File: config.mk
export PLATFORM = sky130hd
export DESIGN_NAME = lcd12864_bus_ctrl
export DESIGN_NICKNAME = d
export VERILOG_FILES = /design/src/rtl/lcd12864_bus_ctrl.sv
export SDC_FILE = /design/constraint.sdc
export NUM_CORES = 1
export LEC_CHECK = 0
export ABC_AREA = 1
export CAP_MARGIN = 20
export CORE_AREA = 3 3 80 82
export DETAILED_ROUTE_END_ITERATION = 10
export DIE_AREA = 0 0 83 85
export REMOVE_ABC_BUFFERS = 1
export SYNTH_ARGS = -nofsm -noshare
export SYNTH_HDL_FRONTEND = slang
export SYNTH_SLANG_ARGS = --single-unit
File: constraint.sdc
create_clock -name clk -period 2.1 [get_ports clk]
set_clock_uncertainty 0.05 [all_clocks]
set_input_delay 0.21 -clock clk [delete_from_list [all_inputs] [get_ports clk]]
set_output_delay 0.21 -clock clk [all_outputs]
set_load 0.01 [all_outputs]
File: src/rtl/lcd12864_bus_ctrl.sv
`timescale 1ns/1ps
// Purpose : shared write-bus controller for a 12864 (ST7920-class) LCD: round-robin
//           arbitration of two {rs, byte} requesters plus E-pulse setup/width/hold/exec timing.
// Latency : accepted write drives lcd_rs/lcd_dat next cycle; E high after T_SETUP cycles.
// Backpressure: reqN_ready only in IDLE (after init); requesters hold valid/data until ready.
//
// Ports:
//   clk, rst_n                         clock, asynchronous active-low reset
//   reqN_valid/rs/data, reqN_ready     requester N write channel (N = 0, 1)
//   lcd_rs, lcd_rw, lcd_en, lcd_dat    LCD parallel bus (write-only, lcd_rw tied 0)
//   init_done, busy                    status
// Optional feature macro: LCD12864_INIT_SEQ_EN -- when defined, the block waits T_PWRUP
// cycles after reset and sends 0x30,0x30,0x0C,0x01,0x06 before granting any requester.
module lcd12864_bus_ctrl #(
    parameter int T_SETUP = 4,
    parameter int T_EN    = 25,
    parameter int T_HOLD  = 4,
    parameter int T_EXEC  = 4000,
    parameter int T_CLEAR = 80000,
    parameter int T_PWRUP = 2000000,
    parameter int CNT_W   = 22
) (
    input  logic       clk,
    input  logic       rst_n,
    input  logic       req0_valid,
    input  logic       req0_rs,
    input  logic [7:0] req0_data,
    output logic       req0_ready,
    input  logic       req1_valid,
    input  logic       req1_rs,
    input  logic [7:0] req1_data,
    output logic       req1_ready,
    output logic       lcd_rs,
    output logic       lcd_rw,
    output logic       lcd_en,
    output logic [7:0] lcd_dat,
    output logic       init_done,
    output logic       busy
);

    typedef enum logic [2:0] {
        S_PWRUP,
        S_INIT,
        S_IDLE,
        S_SETUP,
        S_PULSE,
        S_HOLD,
        S_WAIT
    } state_t;

    localparam logic [CNT_W-1:0] C_ONE   = CNT_W'(1);
    localparam logic [CNT_W-1:0] C_SETUP = CNT_W'(T_SETUP);
    localparam logic [CNT_W-1:0] C_EN    = CNT_W'(T_EN);
    localparam logic [CNT_W-1:0] C_HOLD  = CNT_W'(T_HOLD);
    localparam logic [CNT_W-1:0] C_EXEC  = CNT_W'(T_EXEC);
    localparam logic [CNT_W-1:0] C_CLEAR = CNT_W'(T_CLEAR);
    localparam logic [CNT_W-1:0] C_PWRUP = CNT_W'(T_PWRUP);

    state_t           r_state;
    state_t           w_state_nxt;
    logic [CNT_W-1:0] r_cnt;
    logic [CNT_W-1:0] w_cnt_nxt;
    logic             r_rs;
    logic [7:0]       r_dat;
    logic             r_en;
    logic             r_last_grant;
    logic             w_last_nxt;
    logic             w_load;
    logic             w_load_rs;
    logic [7:0]       w_load_dat;
    logic             w_cnt_last;
    logic             w_is_clear;
    logic             w_init_done;
    logic             w_gnt0;
    logic             w_gnt1;
    logic             w_rdy0;
    logic             w_rdy1;

`ifdef LCD12864_INIT_SEQ_EN
    logic       r_init_done;
    logic [2:0] r_idx;
    logic       w_idx_inc;
    logic       w_init_set;

    function automatic logic [7:0] f_init_cmd(input logic [2:0] idx);
        case (idx)
            3'd0:    return 8'h30;
            3'd1:    return 8'h30;
            3'd2:    return 8'h0C;
            3'd3:    return 8'h01;
            default: return 8'h06;
        endcase
    endfunction

    assign w_init_done = r_init_done;
`else
    assign w_init_done = 1'b1;
`endif

    // Counter is reloaded to >= 1 on every timed-state entry, so "<= 1" is the last cycle.
    assign w_cnt_last = (r_cnt <= C_ONE);
    // Clear/home commands need the long execution wait.
    assign w_is_clear = !r_rs && ((r_dat == 8'h01) || (r_dat == 8'h02));

    // Tie goes to the side that was not served last.
    assign w_gnt0 = req0_valid && (!req1_valid || r_last_grant);
    assign w_gnt1 = req1_valid && (!req0_valid || !r_last_grant);
    assign w_rdy0 = (r_state == S_IDLE) && w_init_done && w_gnt0;
    assign w_rdy1 = (r_state == S_IDLE) && w_init_done && w_gnt1;

    always_comb begin
        w_state_nxt = r_state;
        w_cnt_nxt   = r_cnt;
        w_last_nxt  = r_last_grant;
        w_load      = 1'b0;
        w_load_rs   = r_rs;
        w_load_dat  = r_dat;
`ifdef LCD12864_INIT_SEQ_EN
        w_idx_inc   = 1'b0;
        w_init_set  = 1'b0;
`endif
        case (r_state)
`ifdef LCD12864_INIT_SEQ_EN
            S_PWRUP: begin
                if (w_cnt_last) begin
                    w_state_nxt = S_INIT;
                end else begin
                    w_cnt_nxt = r_cnt - C_ONE;
                end
            end
            S_INIT: begin
                w_load      = 1'b1;
                w_load_rs   = 1'b0;
                w_load_dat  = f_init_cmd(r_idx);
                w_idx_inc   = 1'b1;
                w_state_nxt = S_SETUP;
                w_cnt_nxt   = C_SETUP;
            end
`endif
            S_IDLE: begin
                if (w_rdy0) begin
                    w_load      = 1'b1;
                    w_load_rs   = req0_rs;
                    w_load_dat  = req0_data;
                    w_last_nxt  = 1'b0;
                    w_state_nxt = S_SETUP;
                    w_cnt_nxt   = C_SETUP;
                end else if (w_rdy1) begin
                    w_load      = 1'b1;
                    w_load_rs   = req1_rs;
                    w_load_dat  = req1_data;
                    w_last_nxt  = 1'b1;
                    w_state_nxt = S_SETUP;
                    w_cnt_nxt   = C_SETUP;
                end
            end
            S_SETUP: begin
                if (w_cnt_last) begin
                    w_state_nxt = S_PULSE;
                    w_cnt_nxt   = C_EN;
                end else begin
                    w_cnt_nxt = r_cnt - C_ONE;
                end
            end
            S_PULSE: begin
                if (w_cnt_last) begin
                    w_state_nxt = S_HOLD;
                    w_cnt_nxt   = C_HOLD;
                end else begin
                    w_cnt_nxt = r_cnt - C_ONE;
                end
            end
            S_HOLD: begin
                if (w_cnt_last) begin
                    w_state_nxt = S_WAIT;
                    w_cnt_nxt   = w_is_clear ? C_CLEAR : C_EXEC;
                end else begin
                    w_cnt_nxt = r_cnt - C_ONE;
                end
            end
            S_WAIT: begin
                if (w_cnt_last) begin
`ifdef LCD12864_INIT_SEQ_EN
                    if (!r_init_done && (r_idx != 3'd5)) begin
                        w_state_nxt = S_INIT;
                    end else begin
                        w_state_nxt = S_IDLE;
                        w_init_set  = 1'b1;
                    end
`else
                    w_state_nxt = S_IDLE;
`endif
                end else begin
                    w_cnt_nxt = r_cnt - C_ONE;
                end
            end
            default: begin
                w_state_nxt = S_IDLE;
            end
        endcase
    end

    always_ff @(posedge clk or negedge rst_n) begin
        if (!rst_n) begin
`ifdef LCD12864_INIT_SEQ_EN
            r_state     <= S_PWRUP;
            r_idx       <= 3'd0;
            r_init_done <= 1'b0;
`else
            r_state     <= S_IDLE;
`endif
            // Counter value is only meaningful in timed states; IDLE ignores it.
            r_cnt        <= C_PWRUP;
            r_rs         <= 1'b0;
            r_dat        <= 8'h00;
            r_en         <= 1'b0;
            r_last_grant <= 1'b1;
        end else begin
            r_state      <= w_state_nxt;
            r_cnt        <= w_cnt_nxt;
            r_last_grant <= w_last_nxt;
            r_en         <= (w_state_nxt == S_PULSE);
            if (w_load) begin
                r_rs  <= w_load_rs;
                r_dat <= w_load_dat;
            end
`ifdef LCD12864_INIT_SEQ_EN
            if (w_idx_inc) begin
                r_idx <= r_idx + 3'd1;
            end
            if (w_init_set) begin
                r_init_done <= 1'b1;
            end
`endif
        end
    end

    assign req0_ready = w_rdy0;
    assign req1_ready = w_rdy1;
    assign lcd_rs     = r_rs;
    assign lcd_rw     = 1'b0;
    assign lcd_en     = r_en;
    assign lcd_dat    = r_dat;
    assign init_done  = w_init_done;
    assign busy       = (r_state != S_IDLE) || !w_init_done;

endmodule
==> summary by stage, run 1 <==
Yosys
In this run, synthesis inferred 0 flip-flops with an integrated enable. Yosys instantiated no cell more often than nand2_1. Counting flops with an async set or reset pin after synthesis yields a share of 100%. The share of the Yosys chip area taken by registers is between 30 and 40%. Among all flip-flop cells after synthesis, the most frequent one is dfrtp_1. Sorting the synthesized cells by area gives the leading types as dfrtp_1, nand2_1, dfstp_2, nor2_1, nand3_1. In this run, synthesis produced a sequential element count of 36. After technology mapping, the gate count stands at roughly 360. The number of library cell types mapped by synthesis is 33.

Ranked by instance count, the synthesized netlist is headed by nand2_1, nor2_1, nand3_1, dfrtp_1, inv_1. Summed over its instances, the top area cell type makes up a little over a quarter of the synthesized netlist area. The synthesized area is around 2500 um2. The cell accounting for the most synthesized area is dfrtp_1. The number of warnings issued by yosys is 0.

The synthesized area divided by synthesized cell count is between 6 and 7 um2.

Floorplan
The initialized floorplan defines 28 standard-cell rows. From bottom edge to top edge, the die measures approximately 85 um. The initial standard-cell utilization of the core is a little over two fifths. The total I/O pin count is 37. The width of the chip is between 80 and 90 um. The floorplan step defined a die boundary enclosing 7060 um2.

The area of the core is roughly 5800 um2.

Critical path
The maximum fanout count along the critical path is 7. The kind of end point of the critical path is a flop. The data arrival time at the worst-slack endpoint is about 2.1 ns.

The cell family contributing the most delay on the critical path is simple AND/OR/NAND/NOR gates. The type of element launching the critical path is a flop. The worst register-to-register path has a setup slack of 0.18 ns.

The worst endpoint required time is between 2 and 2.5 ns. The kind of critical path is flop to flop. The signal on the critical path passes through nor2_1 -> nand2_1 -> nor2_1 -> nand3_2 -> nand2_2 -> nand2_1 -> nand2_2 -> nand2_1 -> inv_2 -> nor2_1. The biggest cell delay along the critical path is 0.44 ns. Together, buffers and inverters on the worst path number 1.

The largest individual stage delay along the critical path comes from the cell dfrtp_1.

Run status
The run finished with clean final reports.

Placement
Before CTS, the worst setup slack after placement is between 0.1 and 0.15 ns. The instance area after placement is a little under 3000 um2. Including well taps, the total number of placed cells is 472. The placed wire-length estimate is 4750 um. The routability-driven placement congestion ratio is about 0.89. The count of buffers added on input and output ports is 34.

CTS
The number of H-tree branching levels is 2. Clock tree synthesis inserted a total of 5 buffers. The clock latency on the worst-skew pair is slightly below 0.3 ns. The total number of clock tree sinks is 36. The root buffer cell chosen for the clock tree is clkbuf_8. The buffer levels on the longest clock path is 2. Clock-pin slew was measured on the worst setup and hold paths at around 0.08 ns. TritonCTS built the clock tree.

Timing
After layout, the minimum clock period comes to roughly 1.9 ns. The aggregate negative setup slack is 0 ns. In this run the tightest slew margin relative to its limit is between 40% and 50%. The hold violation total from the final report came to 0. The worst path uses approximately nine tenths of the clock period. The actual slew at the worst max-slew pin is 0.809 ns. Setup slack on the critical path of the routed design comes to roughly 0.18 ns.

Setup repair after global routing left no endpoint under its margin. The final hold slack is ~0.43 ns. The number of pins exceeding their max-slew limit in the final report came to 0. Setup violations remaining at the end of the flow were counted as 0.

For this run, the top clock speed supported by timing is ~520 MHz.

Global route
For this run, the total global-route usage over all layers was measured as between 10% and 20%. The sum of overflow across all layers after global routing is 0. Entering global routing, the biggest net connects 37 pins. The number of global-route vias before repair is 2331.

The number of antenna violations at the first check in global routing came to 0. The first global-routing pass estimated 10500 um of wire.

Finish
Relative to the synthesized area, the layout overhead comes to 25.1%. 0 antenna diodes ended up in the layout. The final layout contains 430 nets.

After routing the design area is a little over 3000 um2. The fraction of layout instances using a drive strength above 1 is about 16%. The total area of sequential cells is around 900 um2.

At the end of the flow the core is filled with cells to between 50% and 60%. The number of inserted filler cells in the final layout is 595. The post-layout instance count excluding filler cells is ~480.

In the final layout, the multi-input gates occupy 1360 um2.

Power and ir drop
The worst-case IR drop observed on VDD is roughly 0.00076 V. The total power draw is 5.36 mW. The analysis attributes to cell leakage a power of ~1.6 nW. The power density of the placed cells is about 1700 nW/um2.

Min path
The class of the tightest hold or removal check is primary input to flop.

Route
Summing over every cut layer, the via total after detailed routing is ~2300. The final layout contains routed wiring with a total length of about 6000 um. The remaining antenna violation count after routing is 0.

The first detailed-routing pass ran for 4 iterations. The number of remaining DRC errors is 0. Using the TritonRoute via totals, the vias-per-cell ratio works out to slightly below 5. For this block, the initial DRC count from the detailed router was 92.

The wire length per cell is between 10 and 15 um.

Run
Max-cap violations in this run came to 0.
worst paths after layout:
path,cells after the start,start,end
min in group asynchronous,2,rst_n,r_cnt[6]$_DFFE_PN0P_
hold reg to reg,2,r_cnt[10]$_DFFE_PN1P_,r_cnt[10]$_DFFE_PN1P_
setup reg to reg,10,r_cnt[5]$_DFFE_PN0P_,r_cnt[14]$_DFFE_PN0P_
setup / recovery,10,r_cnt[5]$_DFFE_PN0P_,r_cnt[14]$_DFFE_PN0P_
hold / removal,3,req1_data[5],lcd_dat[5]$_DFFE_PN0P_
max in group asynchronous,2,rst_n,r_cnt[2]$_DFFE_PN0P_
state kept, by name, summed over array words and instances, names as in the netlist:
register	cells
lcd_rs	1
lcd_dat	8
r_cnt	22
r_state	3
lcd_en	1
r_last_grant	1
metal layers:
layer  global-route usage [%]  vias up  wire, um
li1                         -     1229         -
met1                     23.1     1064      2890
met2                     30.2       40      2810
met3                     4.56        7       266
met4                     5.79        0        76
met5                        0        -         0
cell type report:
class	instances	area share, %
inverter	35	4.88
clock buffer	7	3.11
tap	75	3.03
sequential	36	29.4
multi-input combinational	277	43.7
clock inverter	1	0.968
timing repair buffer	51	14.9
what timing repair did:
item	in CTS	in global routing
setup buffers	1	0
endpoints found under the hold margin	27	0
setup endpoints to repair	2	9
resized for setup	4	6
hold buffers	1	0
worst min-delay path: stages:
cell and delay [ns]:
clkdlybuf4s50_1 0.39, nand2_1 0.06, a31oi_1 0.07
power by group:
group          leakage [nW]  switching (mW)  total, mW  internal (mW)
clock network        0.0645           0.266      0.685          0.419
logic                  1.07            2.07       3.41           1.33
registers             0.434           0.256       1.27           1.01
total                  1.56            2.59       5.36           2.77
cells by family after synthesis:
kind of cell / after synthesis / share of synthesized area [%]
simple gates: 240 / 42.6
buf+inv: 44 / 9.34
flops: 36 / 36.8
compound gates: 18 / 4.69
xor+xnor: 15 / 5.30
fa+ha+maj: 2 / 1.01
other cells: 2 / 0.303
placed cells by master (no fill, tap or decap), types with 2 or more instances in the layout:
cell type        count
nand2_1            111
nor2_1              52
nand3_1             39
clkdlybuf4s50_1     31
dfrtp_1             27
inv_1               26
buf_4               16
nor2_2              11
xor2_1               9
nand4_1              9
dfstp_2              9
a31oi_1              8
clkbuf_8             7
o21ai_0              6
inv_2                6
nor3_1               6
xnor2_1              6
nand2_2              5
nor2_4               2
nand3_2              2
conb_1               2
dlygate4sd2_1        2
Note: power is estimated with default switching activity, not from simulation.
==> run 2: changes to the inputs <==
--- a/config.mk
+++ b/config.mk
@@ -8,6 +8,7 @@
 export ABC_AREA = 1
 export CAP_MARGIN = 20
 export CORE_AREA = 3 3 80 82
+export CTS_CLUSTER_DIAMETER = 200
 export DETAILED_ROUTE_END_ITERATION = 10
 export DIE_AREA = 0 0 83 85
 export REMOVE_ABC_BUFFERS = 1
==> results of run 2 <==
Final layout, timing and power as in run 1 (identical DEF).
